==> src/rtl/uart_pkg.sv <==
// ============================================================================
// Module      : uart_pkg
// Description : Shared types and constants for the UART transmit path.
// Revision    : 1.0  initial release
// ============================================================================
`default_nettype none

package uart_pkg;

  // Arbiter FSM state encoding
  typedef enum logic [1:0] {
    IDLE = 2'd0,
    BUSY = 2'd1,
    GAP  = 2'd2
  } arb_state_t;

  // Width of one transmitted character
  localparam int BYTE_W = 8;

  // Width of the inter-message idle gap counter
  localparam int GAP_CNT_W = 16;

  // 27 MHz / 115200 baud, used by the downstream serialiser
  localparam int BAUD_DIVISOR = 234;

endpackage : uart_pkg

`default_nettype wire

==> src/rtl/rr_pick.sv <==
// ============================================================================
// Module      : rr_pick
// Description : Combinational round-robin picker. Returns the first set
//               request found searching circularly upward from ptr.
// Revision    : 1.0  initial release
// ============================================================================
`default_nettype none

module rr_pick #(
  parameter int N_REQ = 4,
  parameter int PTR_W = (N_REQ > 1) ? $clog2(N_REQ) : 1
) (
  input  logic [N_REQ-1:0] req,
  input  logic [PTR_W-1:0] ptr,
  output logic [N_REQ-1:0] win,
  output logic             any
);

  logic             found;
  logic [PTR_W-1:0] sel;
  int               idx;

  // Walk the requests starting at ptr, wrapping at N_REQ; first hit wins
  always_comb begin
    win   = '0;
    found = 1'b0;
    idx   = 0;
    sel   = '0;
    for (int k = 0; k < N_REQ; k++) begin
      idx = (int'(ptr) + k) % N_REQ;
      sel = PTR_W'(idx);
      if (!found && req[sel]) begin
        win[sel] = 1'b1;
        found    = 1'b1;
      end
    end
  end

  // Any request at all, independent of pointer position
  assign any = |req;

endmodule : rr_pick

`default_nettype wire

==> src/rtl/uart_tx_arbiter.sv <==
// ============================================================================
// Module      : uart_tx_arbiter
// Description : Message-granular round-robin arbiter sharing one UART byte
//               transmitter between N_REQ sources. An owner keeps the
//               transmitter until its last byte is accepted, then an optional
//               idle gap is inserted before the next arbitration.
// Revision    : 1.0  initial release
// ============================================================================
`default_nettype none

module uart_tx_arbiter
  import uart_pkg::*;
#(
  parameter int N_REQ      = 4,
  parameter int GAP_CYCLES = 0
) (
  input  logic                    clk,
  input  logic                    reset,
  input  logic [N_REQ-1:0]        req_valid,
  input  logic [BYTE_W*N_REQ-1:0] req_data,
  input  logic [N_REQ-1:0]        req_last,
  output logic [N_REQ-1:0]        req_ready,
  output logic                    tx_valid,
  output logic [BYTE_W-1:0]       tx_data,
  input  logic                    tx_ready,
  output logic [N_REQ-1:0]        grant,
  output logic                    busy
);

  localparam int PTR_W = (N_REQ > 1) ? $clog2(N_REQ) : 1;

  // Gap counter reload: counts GAP_CYCLES-1 down to 0, one GAP cycle each
  localparam logic [GAP_CNT_W-1:0] GAP_LOAD =
      (GAP_CYCLES > 0) ? GAP_CNT_W'(GAP_CYCLES - 1) : '0;

  if (N_REQ < 1 || N_REQ > 8) begin : g_bad_n_req
    $error("uart_tx_arbiter: N_REQ must be 1..8");
  end
  if (GAP_CYCLES < 0 || GAP_CYCLES > 65535) begin : g_bad_gap
    $error("uart_tx_arbiter: GAP_CYCLES must be 0..65535");
  end

  arb_state_t           state;
  logic [PTR_W-1:0]     rr_ptr;
  logic [GAP_CNT_W-1:0] gap_cnt;

  logic [N_REQ-1:0]     pick_win;
  logic                 pick_any;
  logic [PTR_W-1:0]     owner_idx;
  logic [PTR_W-1:0]     next_ptr;
  logic                 last_hs;

  rr_pick #(
    .N_REQ (N_REQ),
    .PTR_W (PTR_W)
  ) u_rr_pick (
    .req (req_valid),
    .ptr (rr_ptr),
    .win (pick_win),
    .any (pick_any)
  );

  // Route the owner's byte stream to the serialiser; grant is zero outside BUSY
  always_comb begin
    tx_valid  = 1'b0;
    tx_data   = '0;
    req_ready = '0;
    for (int i = 0; i < N_REQ; i++) begin
      if (grant[i]) begin
        tx_valid     = req_valid[i];
        tx_data      = req_data[i*BYTE_W +: BYTE_W];
        req_ready[i] = tx_ready;
      end
    end
  end

  // Encode the one-hot owner and compute where the next search starts
  always_comb begin
    owner_idx = '0;
    for (int i = 0; i < N_REQ; i++) begin
      if (grant[i]) begin
        owner_idx = PTR_W'(i);
      end
    end
    next_ptr = (owner_idx == PTR_W'(N_REQ - 1)) ? '0 : owner_idx + 1'b1;
  end

  // Final byte of the owner's message is being accepted this cycle
  assign last_hs = tx_valid & tx_ready & (|(grant & req_last));

  assign busy = (state != IDLE);

  // Arbitration FSM: pick in IDLE, hold through the message, then idle gap
  always_ff @(posedge clk) begin
    if (reset) begin
      state   <= IDLE;
      grant   <= '0;
      rr_ptr  <= '0;
      gap_cnt <= '0;
    end else begin
      case (state)
        IDLE: begin
          if (pick_any) begin
            grant <= pick_win;
            state <= BUSY;
          end
        end
        BUSY: begin
          if (last_hs) begin
            grant  <= '0;
            rr_ptr <= next_ptr;
            if (GAP_CYCLES > 0) begin
              gap_cnt <= GAP_LOAD;
              state   <= GAP;
            end else begin
              state <= IDLE;
            end
          end
        end
        GAP: begin
          if (gap_cnt == '0) begin
            state <= IDLE;
          end else begin
            gap_cnt <= gap_cnt - 1'b1;
          end
        end
        default: begin
          state <= IDLE;
          grant <= '0;
        end
      endcase
    end
  end

endmodule : uart_tx_arbiter

`default_nettype wire

==> config.mk <==
export PLATFORM = sky130hd
export DESIGN_NAME = uart_tx_arbiter
export DESIGN_NICKNAME = d
export VERILOG_FILES = /design/src/rtl/uart_pkg.sv /design/src/rtl/rr_pick.sv /design/src/rtl/uart_tx_arbiter.sv
export SDC_FILE = /design/constraint.sdc
export NUM_CORES = 1
export LEC_CHECK = 0
export ABC_AREA = 0
export CORE_AREA = 3 3 59 61
export DETAILED_ROUTE_END_ITERATION = 12
export DIE_AREA = 0 0 62 64
export MAX_ROUTING_LAYER = met4
export PLACE_DENSITY = 0.79
export SLEW_MARGIN = 40
export SYNTH_ARGS = -nofsm -noshare
export SYNTH_HDL_FRONTEND = slang
export SYNTH_SLANG_ARGS = --single-unit
==> constraint.sdc <==
create_clock -name clk -period 2.17 [get_ports clk]
set_clock_uncertainty 0.15 [all_clocks]
set_input_delay 0.217 -clock clk [delete_from_list [all_inputs] [get_ports clk]]
set_output_delay 0.217 -clock clk [all_outputs]
set_load 0.03 [all_outputs]
==> key figures, run 1 <==
Run status
  – Result of the run: finished, final reports clean

Clock tree
  – Inserted Clock Buffers: 3
  – CTS max path bufs: 2
  – CTS root buffer: clkbuf_4
  – Clock tree from TritonCTS: yes
  – Number of H-tree levels: 1
  – Clk Latency, worst-skew pair: 0.25 ns
  – Clock-pin slew on the worst setup and hold paths: 0.05 ns
  – CTS hold repair buffers: 0
  – Count of clock tree sinks: 7

STA
  – FMAX: 477.6 MHz
  – Setup repair after global routing missed its margin: no
  – Max-Slew Margin vs Limit: 73.61%
  – Hold slack final: 0.4148 ns
  – Period utilization: 96.49%
  – Clock period minus final worst setup slack: 2.094 ns
  – Final setup violating endpoints: 0
  – Pins over their slew limit: 0
  – Hold violation total from the final report: 0
  – Least-Margin Pin Slew: 0.3944 ns

Global routing
  – Most congested layer reported by global routing: met2
  – Global-route track usage on met3: 2.222%
  – Global-route usage over all layers: 17.53%
  – Met2 layer usage reported by global route: 29.92%
  – Via count of the first global-routing pass: 1188
  – Initial antenna violation count: 0
  – Met1 usage in global routing: 20.46%
  – Overall overflow remaining after global route: 0
  – First-pass GRT wire length: 5.354 mm
  – Maximum number of pins on one net before global-route repair: 18

Synth
  – Primary flip-flop cell chosen by synthesis mapping: dfxtp_1
  – Largest cells by area after synthesis: dfxtp_1 14%, a221o_1 12%, ha_1 8.9%, o21ai_0 8.7%, mux2i_1 5.1%
  – Synthesized net count: 179
  – Fraction of the mapped netlist area in simple logic gates: 22.42%
  – Compound-gate portion of the synthesized area: 36.43%
  – Library cells used by synthesis: 32
  – FFs w/ async S/R, synth: 0%
  – Average cell area after synthesis: 7.614 µm²
  – Post-synthesis adder-cell area fraction: 8.917%
  – Ys Warns: 0
  – Seq cells post-synth: 7
  – Post-synth EDFFs: 0
  – Post-synthesis sequential area ratio: 14.27%
  – Main combinational cell family by area after synthesis: compound AO/OA/AOI/OAI gates
  – Xor and xnor fraction of the mapped netlist area: 0%
  – Total standard cell area after synthesis: 982.2 µm²
  – Largest area contributor in the netlist: dfxtp_1
  – Share of synthesized area spent on multiplexers: 9.682%
  – Portion of synthesized cell area occupied by the leading cell type: 14.27%
  – Post-Synthesis Cells: 129

Power and ir drop
  – Power density over the cells: 377.4 mW/mm²
  – Peak supply drop: 0.0001316 V
  – Leakage: 0.6496 nW
  – Pwr Total: 0.6449 mW

Finish
  – Net count, final: 244
  – Syn-to-layout area delta: 74.01%
  – Count of fill cells added during filler insertion: 272
  – Total area of multi-input combinational cells: 807.0 µm²
  – Ratio of cells with drive above 1 in the final layout: 19.69%
  – Count of inserted antenna diode cells: 0
  – Area taken by flip-flops and latches: 142.6 µm²

Critical path
  – Classification of the worst setup path: flip-flop to flip-flop
  – Type of origin of the critical path: flip-flop
  – Cell Chain, Critical Path: inv_4, ha_4, mux2_4, and3_4, a211oi_2, a221oi_1, a221o_1
  – Kind of capture point of the worst setup path: flip-flop
  – Critical path's largest stage delay: 0.35 ns
  – Crit Path Max Fanout: 7
  – Slowest cell on the critical path: dfxtp_2
  – Worst EP required: 2.15 ns
  – Worst path arrival time: 2.07 ns

Routing
  – Vias after detailed routing: 1259
  – Post-DRT Antenna Nets: 0
  – Count of TritonRoute iterations in the first routing pass: 4
  – # DRC: 0
  – Via-to-Cell Ratio: 5.312
  – Routed wire length per instance: 15.08 µm
  – Detailed-route wire length: 3.573 mm
  – Violation count after the first detailed-routing iteration: 98

Place
  – Post-DP HPWL: 2.876 mm
  – Quantity of I/O buffers inserted on ports: 60
  – Global placer's final weighted congestion: 0.9430

Run
  – MaxCap Viol Count: 0

Die
  – Standard-cell row count: 20
  – I/O pin count: 61
  – Die Wd: 62 µm
  – Area of the core: 0.003028 mm²
  – Overall die height: 64 µm
  – Starting density of the core: 32.44%
  – Die Outline Area: 0.003968 mm²

Worst hold path
  – Hold/Removal Path Class: flip-flop to flip-flop
per-stage QoR:
step	setup slack, ns	setup TNS (ns)	instance area (µm²)	util, %	instances
2_1_floorplan	-0.02358	-0.02358	1033	-	129
3_3_place_gp	0.01618	0	1683	55.58	233
3_5_place_dp	-0.05900	-0.1558	1683	55.58	233
4_1_cts	0.03057	0	1709	56.45	237
5_1_grt	0.01250	0	1709	56.45	237
6_report	0.07622	0	1709	56.45	237
final timing paths:
kind,from,end,slack (ns),cells past startpoint
max,rr_ptr[0],grant[3],0.08,7
min,state[0],state[0],0.41,2
max reg2reg,rr_ptr[0],grant[3],0.08,7
min reg2reg,state[0],state[0],0.41,2
kinds of logic (layout without fill, tap and decap cells):
logic type	count (synthesis)	count (layout)
DFF	7	7
AOI/OAI and AO/OA	50	50
buffers and inverters	17	81
muxes	8	8
adders and majority gates	7	7
and+or+nand+nor	40	40
where the power goes:
group | internal (mW) | total, mW | switching, mW | leakage (nW)
registers | 0.137 | 0.153 | 0.0163 | 0.0585
clock network | 0.0700 | 0.116 | 0.0460 | 0.0150
logic | 0.188 | 0.376 | 0.188 | 0.576
total | 0.395 | 0.645 | 0.250 | 0.650
worst max-delay path: cells and delay by family (launching register included):
family          cells  cell delay (ns)
flops               1             0.35
simple gates        1             0.19
mux                 1             0.33
compound gates      3             0.58
fa+ha+maj           1             0.32
buf+inv             1             0.06
cells in the mapped netlist, drive strengths merged (2+ instances only):
cell and instances:
o21ai 17, a221o 12, nand2 10, inv 8
nor2 8, dfxtp 7, ha 7, a21oi 6
and2 5, clkbuf 5, mux2i 5, a211oi 4
a221oi 4, and3 4, buf 4, o211ai 4
nor3 3, a22oi 2, mux2 2, nor2b 2
or3 2
layer usage:
metal / part of all wire [%] / routed length, µm / up-vias
met2: 49 / 1740 / 64
met4: 0.67 / 24 / 0
met5: 0 / 0 / -
met1: 40 / 1412 / 568
li1: - / - / 625
met3: 11 / 395 / 2
sequential cells by signal, indices dropped and copies added, names as in the netlist:
register and cells:
grant 4, rr_ptr 2, state 1
final cells by class:
cell class                      instances  share of cell area, %
Clock buffer                            4                  1.537
Tap cell                               44                  3.221
Multi-Input combinational cell        105                  47.22
Timing Repair Buffer                   69                  37.77
Inverter                                8                  1.903
Sequential cell                         7                  8.346
layout by cell type (no fill, tap or decap), types with 4 or more instances in the layout:
master | synthesis | routed
clkdlybuf4s50_1 | 0 | 51
buf_4 | 0 | 18
a221o_1 | 12 | 12
nand2_1 | 10 | 10
o21ai_0 | 17 | 9
o21ai_1 | 0 | 8
nor2_1 | 8 | 8
inv_1 | 8 | 6
ha_1 | 7 | 6
a21oi_1 | 5 | 5
and2_1 | 5 | 5
mux2i_1 | 5 | 5
dfxtp_1 | 7 | 5
o211ai_1 | 4 | 4
a221oi_1 | 4 | 4
timing repair:
| action | CTS | global route |
|---|---|---|
| resized for setup | 0 | 1 |
| endpoints found under the setup margin | 0 | 1 |
| buffers inserted | 0 | 0 |
(Power assumes the default switching activity.)
==> inputs of run 2 (changes only) <==
==> constraint.sdc (replaced) <==
create_clock -name clk -period 2.17 [get_ports clk]
set_clock_uncertainty 0.15 [all_clocks]
set_input_delay 0.434 -clock clk [delete_from_list [all_inputs] [get_ports clk]]
set_output_delay 0.434 -clock clk [all_outputs]
set_load 0.03 [all_outputs]
==> run 2 against run 1 <==
  * First-iteration DRC count down 65%
  * Global-route usage is 0.37 points lower
  * Sequential power fell by 3%
  * Die area did not move
  * Worst hold slack got worse by 0.036 ns
  * Via count is 5.5% higher
  * Register-to-register slack hardly changed
  * Clock-buffer cell count unchanged
  * Highest routed layer unchanged
==> key figures, run 2 (synthesis results as in run 1) <==
Place
  – Dpl ws: -0.2818 ns (-0.2228 ns)
  – Global placer's final weighted congestion: 0.9282 (-1.6%)
  – Post-DP HPWL: 2.991 mm (+4.0%)
  – Cell count after placement: 242 (+3.9%)
  – Quantity of I/O buffers inserted on ports: 60 (unchanged)

Finish
  – Commonest cells after routing, fill and taps aside: 42 x clkdlybuf4s50_1, 31 x buf_4, 12 x a221o_1, 10 x nand2_1, 8 x nor2_1
  – Biggest register: grant
  – Share of the core filled with cells: 59.96% (+3.5 points)
  – Net count, final: 254 (+4.1%)
  – Flip-flop count of the largest register after layout: 4 (unchanged)
  – Count of inserted antenna diode cells: 0 (unchanged)
  – Ratio of cells with drive above 1 in the final layout: 29.56% (+9.9 points)
  – Count of fill cells added during filler insertion: 273 (+0.37%)
  – Syn-to-layout area delta: 84.84%
  – Final Instance Count excl. Fillers: 247 (+4.2%)
  – Leading cell type in the layout, fill and taps excluded: clkdlybuf4s50_1
  – Registers with the most flip-flops: grant: 4 flops, rr_ptr: 2 flops, state: 1 flops

Clock tree
  – Clk Latency, worst-skew pair: 0.25 ns (about the same)
  – CTS hold repair buffers: 0 (unchanged)
  – CTS max path bufs: 2 (unchanged)
  – Count of clock tree sinks: 7 (unchanged)
  – Number of H-tree levels: 1 (unchanged)
  – Clock-pin slew on the worst setup and hold paths: 0.05 ns (about the same)
  – CTS root buffer: clkbuf_4
  – Inserted Clock Buffers: 3 (unchanged)
  – Clock tree from TritonCTS: yes

STA
  – Final setup violating endpoints: 0 (unchanged)
  – Least-Margin Pin Slew: 0.4612 ns (+0.06674 ns)
  – Clock period minus final worst setup slack: 2.122 ns (+0.02780 ns)
  – Period utilization: 97.77% (+1.3 points)
  – Max-Slew Margin vs Limit: 69.14% (-4.5 points)
  – Setup repair after global routing missed its margin: yes
  – Hold violation total from the final report: 0 (unchanged)
  – FMAX: 471.3 MHz (-1.3%)
  – Pins over their slew limit: 0 (unchanged)
  – Minimum setup slack in the final design: 0.04843 ns (-0.02780 ns)

Die
  – Die Wd: 62 µm (unchanged)
  – Area of the core: 0.003028 mm² (unchanged)
  – Die Outline Area: 0.003968 mm² (unchanged)
  – Standard-cell row count: 20 (unchanged)
  – Starting density of the core: 32.44% (unchanged)
  – Overall die height: 64 µm (unchanged)
  – I/O pin count: 61 (unchanged)

Critical path
  – Worst Setup SP: req_data[12]
  – Classification of the worst setup path: primary input to output pin
  – Register-to-register path setup slack: 0.08 ns (about the same)
  – Worst path arrival time: 1.54 ns (-0.53 ns)
  – Kind of capture point of the worst setup path: output pin
  – Type of origin of the critical path: primary input
  – Worst EP required: 1.59 ns (-0.56 ns)
  – Crit Path Max Fanout: 1 (-6)
  – Critical R2R Launch: rr_ptr[0]

Routing
  – # DRC: 0 (unchanged)
  – Count of TritonRoute iterations in the first routing pass: 4 (unchanged)
  – Post-DRT Antenna Nets: 0 (unchanged)
  – Detailed-route wire length: 3.547 mm (-0.73%)
  – Violation count after the first detailed-routing iteration: 34 (-65%)
  – Routed wire length per instance: 14.36 µm (-4.7%)
  – Via-to-Cell Ratio: 5.377 (+1.2%)
  – Vias after detailed routing: 1328 (+5.5%)

Power and ir drop
  – Sequential power share: 22.0% (-1.7 points)
  – Clock power frac: 17.0% (-1.0 points)
  – Power density over the cells: 370.1 mW/mm² (-1.9%)
  – Combinational share of power: 61.0% (+2.7 points)
  – Switching share of total power: 38.37% (-0.44 points)
  – Cell internal pwr: 0.4141 mW (+4.9%)
  – Net switching power of the design: 0.2578 mW (+3.0%)
  – Pwr Total: 0.6719 mW (+4.2%)
  – Leakage: 0.7332 nW (+13%)
  – Peak supply drop: 0.0002679 V (+100%)

Global routing
  – Maximum number of pins on one net before global-route repair: 18 (unchanged)
  – Initial antenna violation count: 0 (unchanged)
  – Via count of the first global-routing pass: 1231 (+3.6%)
  – Global-route usage over all layers: 17.16% (-0.37 points)
  – Overall overflow remaining after global route: 0 (unchanged)
  – First-pass GRT wire length: 5.188 mm (-3.1%)

Worst hold path
  – Hold/Removal Path Class: flip-flop to flip-flop
  – Worst min-delay path startpoint: grant[0]

Run
  – MaxCap Viol Count: 0 (unchanged)

Run status
  – Result of the run: finished, final reports clean
-- run 2: per-stage QoR --
stage / hold slack, ns / TNS (ns) / area, µm²
2_1_floorplan: 0.3455 / -0.1959 / 1052
3_3_place_gp: 0.4059 / -0.9787 / 1757
3_5_place_dp: 0.4042 / -1.488 / 1757
4_1_cts: 0.4051 / 0 / 1788
5_1_grt: 0.3900 / -0.008984 / 1815
6_report: 0.3784 / 0 / 1815
-- run 2: worst paths after layout --
path / endpoint / cells after the start
max reg2reg: grant[2] / 7
min: grant[0] / 1
max: tx_data[4] / 5
min reg2reg: grant[0] / 1
-- run 2: critical path: stages --
cell,delay [ns]
clkdlybuf4s50_1,0.40
a221o_1,0.36
o21ai_1,0.09
o21ai_1,0.08
buf_4,0.17
-- run 2: final cells by class --
class | count | area [µm²] | share of cell area [%]
Sequential cell | 7 | 150.1 | 8.270
Timing Repair Buffer | 79 | 714.4 | 39.35
Clock buffer | 4 | 26.28 | 1.447
Multi-Input combinational cell | 105 | 837.1 | 46.11
Inverter | 8 | 32.53 | 1.792
Tap cell | 44 | 55.05 | 3.032
-- run 2: per-layer routing --
layer  track usage, %  part of all wire (%)  up-vias
li1                 -                     -      652
met1            16.20                    36      603
met2            32.38                    51       65
met3            4.242                    11        8
met4            5.040                   1.9        0
met5                -                     0        -
-- run 2: power by group through the flow --
| stage | combinational (mW) | sequential (mW) | clock [mW] |
|---|---|---|---|
| 6_report | 0.410 | 0.148 | 0.114 |
| 5_1_grt | 0.437 | 0.149 | 0.125 |
| 4_1_cts | 0.404 | 0.149 | 0.116 |
| 3_5_place_dp | 0.400 | 0.151 | 0 |
| 3_3_place_gp | 0.392 | 0.151 | 0 |
| 2_1_floorplan | 0.194 | 0.164 | 0 |
-- run 2: timing repair --
action | in CTS | in global routing
hold endpoints to repair | 0 | 0
resized for setup | 4 | 11
setup buffers | 1 | 0
cloned | 0 | 0
setup endpoints to repair | 6 | 14
pin swaps | 1 | 3
==> inputs of run 3 (changes only) <==
- GPL_TIMING_DRIVEN: unset -> 0
==> run 3 against run 2 <==
  * Flip-flop and latch count unchanged
  * Clock-buffer cell count unchanged
  * Worst hold slack improved by 0.038 ns
  * Largest cell class unchanged
  * Largest power group unchanged
==> key figures, run 3 (synthesis results as in run 1) <==
Power and ir drop
  – Sequential power share: 23.2% (+1.2 points)
  – Leakage: 0.6977 nW (-4.8%)
  – Clock power frac: 17.9% (+0.9 points)
  – Pwr Total: 0.6526 mW (-2.9%)
  – Combinational share of power: 58.9% (-2.1 points)
  – Peak supply drop: 0.0003381 V (+26%)
  – Net switching power of the design: 0.2611 mW (+1.3%)
  – Power density over the cells: 365.0 mW/mm² (-1.4%)
  – Switching share of total power: 40.01% (+1.6 points)
  – Cell internal pwr: 0.3915 mW (-5.5%)

Critical path
  – Crit Path Max Fanout: 1 (unchanged)
  – Register-to-register path setup slack: 0.07 ns (about the same)
  – Worst path arrival time: 1.57 ns (+0.03 ns)
  – Slowest cell on the critical path: clkdlybuf4s50_1
  – Classification of the worst setup path: primary input to output pin
  – Critical R2R Launch: rr_ptr[1]
  – Cell Chain, Critical Path: clkdlybuf4s50_1, a221o_1, o21ai_0, o21ai_1, clkbuf_4
  – Critical R2R Capture: grant[0]
  – Critical path's largest stage delay: 0.41 ns (about the same)
  – Worst EP required: 1.59 ns (about the same)
  – Depth of the worst register-to-register path: 7 (unchanged)
  – Kind of capture point of the worst setup path: output pin
  – Worst Setup SP: req_data[11]
  – Type of origin of the critical path: primary input

Clock tree
  – Inserted Clock Buffers: 3 (unchanged)
  – Clock tree from TritonCTS: yes
  – Number of H-tree levels: 1 (unchanged)
  – Clock-pin slew on the worst setup and hold paths: 0.05 ns (about the same)
  – CTS max path bufs: 2 (unchanged)
  – CTS root buffer: clkbuf_4
  – Clk Latency, worst-skew pair: 0.25 ns (about the same)
  – Count of clock tree sinks: 7 (unchanged)

Finish
  – Ratio of cells with drive above 1 in the final layout: 28.72% (-0.84 points)
  – Final Instance Count excl. Fillers: 239 (-3.2%)
  – Total area of multi-input combinational cells: 860.8 µm² (+2.8%)
  – Net count, final: 246 (-3.1%)
  – Count of fill cells added during filler insertion: 276 (+1.1%)
  – Area taken by flip-flops and latches: 155.1 µm² (+3.3%)
  – Count of inserted antenna diode cells: 0 (unchanged)
  – Syn-to-layout area delta: 82.04%
  – Biggest register: grant
  – Design area: 0.001788 mm² (-1.5%)
  – Commonest cells after routing, fill and taps aside: 43 x clkdlybuf4s50_1, 12 x a221o_1, 10 x nand2_1, 8 x buf_2, 8 x buf_4
  – Leading cell type in the layout, fill and taps excluded: clkdlybuf4s50_1
  – Flip-flop count of the largest register after layout: 4 (unchanged)
  – Registers with the most flip-flops: grant: 4 flops, rr_ptr: 2 flops, state: 1 flops

Die
  – Standard-cell row count: 20 (unchanged)
  – Die Outline Area: 0.003968 mm² (unchanged)
  – I/O pin count: 61 (unchanged)
  – Area of the core: 0.003028 mm² (unchanged)
  – Starting density of the core: 32.44% (unchanged)
  – Die Wd: 62 µm (unchanged)
  – Overall die height: 64 µm (unchanged)

Routing
  – Via-to-Cell Ratio: 5.385 (+0.16%)
  – Post-DRT Antenna Nets: 0 (unchanged)
  – Violation count after the first detailed-routing iteration: 50 (+47%)
  – Count of TritonRoute iterations in the first routing pass: 4 (unchanged)
  – Detailed-route wire length: 3.738 mm (+5.4%)
  – Vias after detailed routing: 1287 (-3.1%)
  – # DRC: 0 (unchanged)
  – Routed wire length per instance: 15.64 µm (+8.9%)

Place
  – Cell count after placement: 231 (-4.5%)
  – Global placer's final weighted congestion: 0.9753 (+5.1%)
  – Placed cell areas: 0.001688 mm² (-3.9%)
  – Quantity of I/O buffers inserted on ports: 58 (-3.3%)
  – Post-DP HPWL: 2.773 mm (-7.3%)
  – Dpl ws: -0.6215 ns (-0.3397 ns)

STA
  – Hold violation total from the final report: 0 (unchanged)
  – Final setup violating endpoints: 0 (unchanged)
  – Period utilization: 99.13% (+1.4 points)
  – Pins over their slew limit: 0 (unchanged)
  – Clock period minus final worst setup slack: 2.151 ns (+0.02962 ns)
  – FMAX: 464.9 MHz (-1.4%)
  – Least-Margin Pin Slew: 0.3160 ns (-0.1452 ns)
  – Minimum setup slack in the final design: 0.01880 ns (-0.02962 ns)
  – Final sum of negative setup slack: 0 ns (unchanged)
  – Max-Slew Margin vs Limit: 78.74% (+9.6 points)

Worst hold path
  – Cell count of the worst hold path: 1 (unchanged)
  – Worst hold endpoint: grant[0]
  – Hold/Removal Path Class: flip-flop to flip-flop
  – Worst min-delay path startpoint: grant[0]

Global routing
  – Maximum number of pins on one net before global-route repair: 11 (-7)
  – Met1 usage in global routing: 20.71% (+4.5 points)
  – First-pass GRT wire length: 5.471 mm (+5.5%)
  – Global-route usage over all layers: 18.01% (+0.85 points)
  – Overall overflow remaining after global route: 0 (unchanged)
  – Met2 layer usage reported by global route: 31.48% (-0.91 points)
  – Global-route track usage on met3: 3.838% (-0.40 points)
  – Most congested layer reported by global routing: met2
  – Via count of the first global-routing pass: 1195 (-2.9%)
  – Initial antenna violation count: 0 (unchanged)

Run status
  – Result of the run: finished, final reports clean

Run
  – MaxCap Viol Count: 0 (unchanged)
## run 3: cell types whose count changed in the layout (fill, tap and decap cells not counted), sizes merged
cell           previous run  this run
buf                      33        18
clkbuf                    4         8
clkdlybuf4s15             0         1
clkdlybuf4s50            42        43
clkinvlp                  0         1
dlygate4sd2               3         4
inv                       8         7
## run 3: repair_timing
| item | CTS | global route |
|---|---|---|
| endpoints found under the setup margin | 17 | 11 |
| hold buffers | 0 | 0 |
| buffers inserted | 5 | 2 |
| hold endpoints to repair | 0 | 0 |
| gates cloned | 0 | 0 |
| pin swaps | 2 | 5 |
| resized for setup | 72 | 18 |
## run 3: cell type report
cell class | instances | share of cell area [%]
inverter | 8 | 2.169
buffer | 6 | 3.009
sequential | 7 | 8.677
clock buffer | 4 | 1.470
multi-input combinational | 105 | 48.15
tap | 44 | 3.079
timing repair buffer | 65 | 33.45
## run 3: power by group through the flow
stage	sequential, mW	combinational (mW)	clock, mW
floorplan	0.164	0.194	0
global placement	0.153	0.379	0
detailed placement	0.153	0.385	0
CTS	0.149	0.379	0.118
global route	0.153	0.410	0.128
finish	0.151	0.385	0.117
## run 3: per-stage QoR
stage,hold slack (ns),utilization [%]
final,0.4159,59.05
after global routing,0.4337,59.05
after CTS,0.4000,58.47
after detailed placement,0.3860,55.74
after global placement,0.3778,55.74
after floorplan,0.3455,-
## run 3: how the worst max path moves through the flow
stage | end | slack [ns] | cells past startpoint
global route | grant[0] | -0.0006 | 7
CTS | tx_data[3] | -0.09 | 6
floorplan | tx_data[3] | -0.05 | 5
detailed placement | tx_data[3] | -0.62 | 5
finish | tx_data[3] | 0.02 | 5
global placement | tx_data[5] | -0.58 | 5
## run 3: metal layers
metal  wire length, µm  vias up  share of wire (%)
li1                  -      631                  -
met5                 0        -                  0
met1              1468      591                 39
met2              1845       61                 49
met3               401        4                 11
met4                23        0               0.62
## run 3: worst max-delay path: cells and delay by family
family | cells | cell delay, ns
AO/OA/AOI/OAI | 3 | 0.55
buffers and inverters | 2 | 0.59
